File: src/rtl/spi_arb.sv
// Round-robin arbiter sharing one SPI master between three requesters, with timeout and inter-transaction gap.
// Optional macro SPI_LOCK_EN: a requester holding req_lock at completion keeps the grant for a back-to-back transaction.
module spi_arb #(
    parameter int TIMEOUT_CYC = 4096,
    parameter int IDLE_GAP    = 2
) (
    input  logic        clk,
    input  logic        rst,
    input  logic [2:0]  req,
    input  logic [47:0] req_data,
    input  logic [8:0]  req_ss,
    input  logic [2:0]  req_lock,
    output logic [2:0]  gnt,
    output logic [2:0]  done,
    output logic [7:0]  rd_data,
    output logic        to_err,
    output logic        err_sticky,
    input  logic        clr_err,
    output logic [15:0] SPI_data,
    output logic [2:0]  ss,
    output logic        wrt_SPI,
    input  logic        SPI_done,
    input  logic [7:0]  EEP_data,
    output logic        busy
);

    localparam int CW = (TIMEOUT_CYC > 2) ? $clog2(TIMEOUT_CYC) : 1;

    typedef enum logic [1:0] {IDLE, LAUNCH, WAIT, GAP} state_t;

    state_t         state_q, state_d;
    logic [1:0]     ptr_q, ptr_d;
    logic [2:0]     gnt_q, gnt_d;
    logic [2:0]     done_q, done_d;
    logic           to_err_q, to_err_d;
    logic           err_q, err_d;
    logic [15:0]    data_q, data_d;
    logic [2:0]     ss_q, ss_d;
    logic           wrt_q, wrt_d;
    logic [7:0]     rd_q, rd_d;
    logic [CW-1:0]  cnt_q, cnt_d;
    logic [31:0]    gap_q, gap_d;

    logic [15:0]    data_arr [3];
    logic [2:0]     ss_arr   [3];
    logic [1:0]     order    [3];
    logic [1:0]     win_idx;
    logic [2:0]     win_oh;
    logic           win_found;

    for (genvar gi = 0; gi < 3; gi++) begin : g_split
        assign data_arr[gi] = req_data[16*gi +: 16];
        assign ss_arr[gi]   = req_ss[3*gi +: 3];
    end

`ifndef SPI_LOCK_EN
    logic unused_lock;
    assign unused_lock = ^req_lock;
`endif

    // Search order starts one past the last winner so every requester gets a turn.
    always_comb begin
        case (ptr_q)
            2'd0:    order = '{2'd1, 2'd2, 2'd0};
            2'd1:    order = '{2'd2, 2'd0, 2'd1};
            default: order = '{2'd0, 2'd1, 2'd2};
        endcase
        win_idx   = 2'd0;
        win_oh    = 3'b000;
        win_found = 1'b0;
        for (int k = 0; k < 3; k++) begin
            if (!win_found && req[order[k]]) begin
                win_found = 1'b1;
                win_idx   = order[k];
                win_oh    = 3'b001 << order[k];
            end
        end
    end

    always_comb begin
        state_d  = state_q;
        ptr_d    = ptr_q;
        gnt_d    = gnt_q;
        done_d   = 3'b000;
        to_err_d = 1'b0;
        err_d    = err_q;
        data_d   = data_q;
        ss_d     = ss_q;
        wrt_d    = 1'b0;
        rd_d     = rd_q;
        cnt_d    = cnt_q;
        gap_d    = gap_q;

        if (clr_err) begin
            err_d = 1'b0;
        end
        // Grant covers the completion pulse clock, then drops.
        if (|done_q) begin
            gnt_d = 3'b000;
        end

        case (state_q)
            IDLE: begin
                if (win_found) begin
                    state_d = LAUNCH;
                    ptr_d   = win_idx;
                    gnt_d   = win_oh;
                    data_d  = data_arr[win_idx];
                    ss_d    = ss_arr[win_idx];
                    wrt_d   = 1'b1;
                end
            end
            LAUNCH: begin
                state_d = WAIT;
                cnt_d   = '0;
            end
            WAIT: begin
                cnt_d = cnt_q + 1'b1;
                if (SPI_done) begin
                    rd_d    = EEP_data;
                    done_d  = gnt_q;
                    state_d = (IDLE_GAP == 0) ? IDLE : GAP;
                    gap_d   = '0;
                end else if (cnt_q == CW'(TIMEOUT_CYC - 1)) begin
                    rd_d     = 8'hFF;
                    done_d   = gnt_q;
                    to_err_d = 1'b1;
                    err_d    = 1'b1;
                    state_d  = (IDLE_GAP == 0) ? IDLE : GAP;
                    gap_d    = '0;
                end
            end
            GAP: begin
                gap_d = gap_q + 32'd1;
                if (gap_q == 32'(IDLE_GAP - 1)) begin
                    state_d = IDLE;
                end
            end
            default: state_d = IDLE;
        endcase

`ifdef SPI_LOCK_EN
        // Locked requester re-launches straight from its done clock with fresh data.
        if ((|done_q) && req[ptr_q] && req_lock[ptr_q]) begin
            state_d = LAUNCH;
            ptr_d   = ptr_q;
            gnt_d   = gnt_q;
            data_d  = data_arr[ptr_q];
            ss_d    = ss_arr[ptr_q];
            wrt_d   = 1'b1;
        end
`endif
    end

    always_ff @(posedge clk) begin
        if (rst) begin
            state_q  <= IDLE;
            ptr_q    <= 2'd2;
            gnt_q    <= 3'b000;
            done_q   <= 3'b000;
            to_err_q <= 1'b0;
            err_q    <= 1'b0;
            data_q   <= 16'h0000;
            ss_q     <= 3'b000;
            wrt_q    <= 1'b0;
            rd_q     <= 8'h00;
            cnt_q    <= '0;
            gap_q    <= '0;
        end else begin
            state_q  <= state_d;
            ptr_q    <= ptr_d;
            gnt_q    <= gnt_d;
            done_q   <= done_d;
            to_err_q <= to_err_d;
            err_q    <= err_d;
            data_q   <= data_d;
            ss_q     <= ss_d;
            wrt_q    <= wrt_d;
            rd_q     <= rd_d;
            cnt_q    <= cnt_d;
            gap_q    <= gap_d;
        end
    end

    assign gnt        = gnt_q;
    assign done       = done_q;
    assign rd_data    = rd_q;
    assign to_err     = to_err_q;
    assign err_sticky = err_q;
    assign SPI_data   = data_q;
    assign ss         = ss_q;
    assign wrt_SPI    = wrt_q;
    assign busy       = (state_q != IDLE);

endmodule
File: config.mk
export PLATFORM = sky130hd
export DESIGN_NAME = spi_arb
export DESIGN_NICKNAME = d
export VERILOG_FILES = /design/src/rtl/spi_arb.sv
export SDC_FILE = /design/constraint.sdc
export NUM_CORES = 1
export LEC_CHECK = 0
export CELL_PAD_IN_SITES_DETAIL_PLACEMENT = 0
export CELL_PAD_IN_SITES_GLOBAL_PLACEMENT = 1
export CORE_MARGIN = 2
export CORE_UTILIZATION = 38
export DETAILED_ROUTE_END_ITERATION = 10
export PLACE_DENSITY = 0.85
export SYNTH_ARGS = -nofsm -noshare
export SYNTH_HDL_FRONTEND = slang
export SYNTH_SLANG_ARGS = --single-unit
export TNS_END_PERCENT = 5
File: constraint.sdc
create_clock -name clk -period 4.2 [get_ports clk]
set_input_delay 0.84 -clock clk [delete_from_list [all_inputs] [get_ports clk]]
set_output_delay 0.84 -clock clk [all_outputs]
set_load 0.01 [all_outputs]
# Yosys cells after proc, flatten, opt, wreduce, memory -nomap -nowiden
# Cells that the tools add are included.
# totals
regBits	84
inputBits	75
word_cells	95
# classes
bitwise_logic	3
order_cmp	4
shift	3
reduce_logical	18
addsub	2
n_eq_ne	9
muxes	44
# ops
operator	n
2-to-1 mux 32 bit	2
case mux 32 bit (2 select lines)	1
adder 32 x 1 -> 32 bit (second input constant)	1
binary-select mux 16 bit (select 2 bit)	1
== test 32 x 1 -> 1 bit (second input constant)	1
2-to-1 mux 16 bit	2
2-to-1 mux 3 bit	10
case mux 12 bit (2 select lines)	1
2-to-1 mux 8 bit	2
2-to-1 mux 2 bit	7
adder 12 x 1 -> 12 bit (second input constant)	1
== test 12 bit (second input constant)	1
2-to-1 mux 1 bit	12
case mux 6 bit (2 select lines)	1
less-than comparator 2 x 3 -> 1 bit (second input constant)	3
<< shifter 1 x 2 -> 3 bit (first input constant)	3
case mux 2 bit (4 select lines)	1
nonzero test 2 bit	4
binary-select mux 1 bit (select 2 bit)	3
binary-select mux 3 bit (select 2 bit)	1
AND reduction 2 bit	3
OR reduction 3 bit	2
== test 2 x 1 -> 1 bit (second input constant)	2
== test 2 bit (second input constant)	2
other kinds (10)	16

# Longest topological paths before layout
# depth
word_depth	15
ltp_mapped	8

# Worst setup path after synthesis
# No wires, ideal clock.
# synth_timing
kind	input to register
startpoint	input req[2]
endpoint	register gnt_q[0] (netlist: gnt[0])
t_required_ps	4129
setup_time_ps	71
path_stages	6
slack_ps	2193
arrival_ps	1936
path_cell_list	nor3_1 -> nand2b_1 -> clkbuf_1 -> nor4b_1 -> nand2_1 -> a21oi_1
# synth_between
elab_chain_cells	11
# synth_rtl
element	line_no	rtl
from (decl)	9	input logic [2:0] req,
binary-select mux 1 bit (select 2 bit)	72	if (!win_found && req[order[k]]) begin
2-to-1 mux 1 bit (implied by the code)	72	
2-to-1 mux 1 bit	72	
logical NOT 1 bit	72	
logical AND 1 bit	72	
2-to-1 mux 1 bit	72	
logical NOT 1 bit	72	
logical AND 1 bit	72	
2-to-1 mux 3 bit / 2-to-1 mux 1 bit (equally long branches)	72	
2-to-1 mux 3 bit (*)	104	if (win_found) begin
2-to-1 mux 3 bit (*)	102	case (state_q)
to (signal assigned)	172	gnt_q <= gnt_d;
to (decl)	33	logic [2:0] gnt_q, gnt_d;
# Mark *: on every way between the ends. The rest lies on a longest branch, timed or not. The select of a mux whose other input is x is not followed.
# A chain may end at the register's enable or synchronous reset.

# Final worst setup path
# layout_timing
startpoint	input req[1]
endpoint	register data_q[15] (netlist: SPI_data[15])
# layout_between
elab_chain_cells	13
# layout_rtl
element	line_no	rtl
binary-select mux 1 bit (select 2 bit)	72	
2-to-1 mux 1 bit (implied by the code)	72	
2-to-1 mux 1 bit	72	
logical NOT 1 bit	72	
logical AND 1 bit	72	
2-to-1 mux 1 bit	72	
logical NOT 1 bit	72	
logical AND 1 bit	72	
2-to-1 mux 2 bit	72	
inverter 2 -> 3 bit (implied by the code)	108	data_d = data_arr[win_idx];
binary-select mux 16 bit (select 2 bit)	108	
2-to-1 mux 16 bit (implied by the code) (2 in series)	108	
to (signal assigned)	176	data_q <= data_d;
to (decl)	37	logic [15:0] data_q, data_d;
# Parallel ways exist; a longest one is shown, timed or not. The select of a mux whose other input is x is not followed.

==> reports/metrics.cfg <==
[critical_path]
crit_start=req[1]
cp.arrival_ns=3.25
path_class=in2reg
path_max_fanout=24
cp-start-kind=primary input
required_ns=4.49
crit_path_end_kind=register
rr_startpoint=cnt_q[0]$_SDFFE_PP0P_
ff2ff_path_depth=6

[clock_tree]
clk_pin_slew_ns=0.10
clk_latency_ns=0.36
htree_levels=3
cts_root_buf=clkbuf_8
cts_resized=0
cts_tree=yes
cts.sinks=84
cts_buffers=9
hold_buffers=0
cts_setup_buffers=0
clk_path_buf_depth=2

[power_and_ir_drop]
power_leakage_nw=1.951
ir_worst_vdd_v=0.0001800
p_per_area_mw_per_mm2=427.9

[die]
die-area_mm2=0.01145
fp.dieW_um=107.0
core_area_mm2=0.01032
boundaryPins=112
die_h_um=107.0
num_rows=37
start_util_pct=39.04

[synth]
synthTopCellsByArea=dfxtp_1 (42%), o21ai_0 (6.1%), xor2_1 (4.8%), and3_1 (4.2%), nor2_1 (3.8%)
yosys_warnings=0
synth-edff-count=0
syn_area_mm2=0.004030
yosysTopAreaCell=dfxtp_1
synth_common_cells=dfxtp_1 (84), o21ai_0 (49), nor2_1 (41), and3_1 (27)
synth.avg_cell_area_um2=8.575
async_reset_ff_share_pct=0
ys.flop_type=dfxtp_1
syn_inst=470
yosysTopAreaCellShare_pct=41.73
syn-num-nets=551
synth_seq_cells=84
yosys.cell_count.top_type=dfxtp_1
ys_types=49
synth-seq-area-share_pct=41.73

[route]
postRouteAntennaNets=0
drc_errors=0
drt_pass1_iterations=4
viasPerCell=5.405
drt_iter0_drc=172
dr_total_vias=3821
wire_per_inst_um=14.58
totalWireLength_mm=10.31

[global_route]
grt_max_degree=31
grt_pass1_vias=3686
antenna_found_initial=0
grtUsageTotal_pct=18.72
grt_pass1_wl_mm=17.28
grt_overflow=0

[timing]
period_share_pct=70.59
fmax_mhz=337.3
layout_min_cycle_time_ns=2.965
finalSetupTns_ns=0
hold_viol=0
report.final.slew_viol_count=0
max_slew.worst_pin.slew_ns=1.066
whs_ns=0.4706
fin_skew_ns=0.01573
relSlewSlack_pct=28.68
rsz0062_at_grt=no
setup_viol=0

[layout]
antenna_cells=0
nets=647
layout.cells.non_filler=707
area_growth_pct=34.52
fin_util_pct=52.51
drive_gt1_share_pct=8.581

[placement]
gp_congestion=0.7740
hpwl_mm=7.644
portBuffers=108
dp_cells=691

[worst_hold_path]
worstHoldStart=SPI_data[13]$_SDFFE_PP0P_
hold_path_class=reg2reg
hold_depth=2

[flow_run]
cap_viol_max_count=0

[outcome]
status=finished clean

power breakdown:
group	internal, mW	switching (mW)
logic	0.363	0.387
clock network	0.308	0.300
registers	0.901	0.0614
metrics by stage:
stage                     cell area, µm²  power, mW  setup WS, ns
after floorplan                     4030      1.385         2.193
after global placement              5211      1.728        0.8925
after detailed placement            5211      1.739        0.7984
after CTS                           5421      2.351         1.212
after global routing                5421      2.468        0.8652
final                               5421      2.320         1.235
cell usage in the layout (no fill, tap or decap), types with 3 or more instances in the layout:
cell type          n
clkdlybuf4s50_1  108
dfxtp_1           84
o21ai_0           48
nor2_1            41
and3_1            27
nand3_1           26
nand2_1           24
xor2_1            22
a211oi_1          19
a21oi_1           18
nand4_1           14
inv_1             11
clkbuf_8          11
nor3_1             9
nor4_1             9
o221a_2            8
or3_1              7
buf_4              7
o31ai_1            6
o211ai_1           6
ha_1               6
o21ai_1            5
xnor2_1            5
or4_1              5
nor2b_1            4
nand4_2            3
o2111ai_1          3
cell families (layout without fill, tap and decap cells):
| kind of cell | after synthesis | after routing | synth area share (%) |
|---|---|---|---|
| AO/OA/AOI/OAI | 127 | 127 | 20.65 |
| XOR/XNOR | 27 | 27 | 5.868 |
| adder cells (fa/ha/maj) | 6 | 6 | 1.863 |
| buffers and inverters | 41 | 142 | 4.067 |
| flip-flops | 84 | 84 | 41.73 |
| AND/OR/NAND/NOR | 185 | 185 | 25.83 |
cell type report:
cell class	count	area [µm²]
inverter	11	41.29
clock buffer	11	151.4
clock inverter	5	58.81
fill	964	4902
sequential	84	1682
tap	136	170.2
multi-input combinational	345	2185
timing repair buffer	115	1134
registers in the layout, summed over array words and instances (netlist names):
register	flops
done	3
to_err	1
ptr_q	2
state_q	2
err_sticky	1
cnt_q	12
wrt_SPI	1
SPI_data	16
ss	3
gap_q	32
gnt	3
rd_data	8
worst max-delay path, cell delays in order:
cell	delay, ns
clkdlybuf4s50_1	0.85
nor3_1	0.13
nand2b_1	0.19
nor2_1	0.81
o21ai_0	0.22
o21ai_0	0.21
metal layers:
| layer | GRT usage (%) | share of wire, % | vias to the layer above |
|---|---|---|---|
| met3 | 7.112 | 7.6 | 11 |
| met1 | 21.85 | 43 | 1793 |
| li1 | - | - | 1917 |
| met5 | 0 | 0 | - |
| met2 | 31.48 | 48 | 100 |
| met4 | 6.308 | 1.4 | 0 |
worst paths after layout:
check	endpoint	slack, ns
setup / recovery	SPI_data[15]$_SDFFE_PP0P_	1.24
hold reg to reg	SPI_data[13]$_SDFFE_PP0P_	0.47
hold / removal	SPI_data[13]$_SDFFE_PP0P_	0.47
setup reg to reg	gap_q[29]$_SDFFE_PP0P_	1.70
No activity file was read; power rests on OpenSTA's default activity.
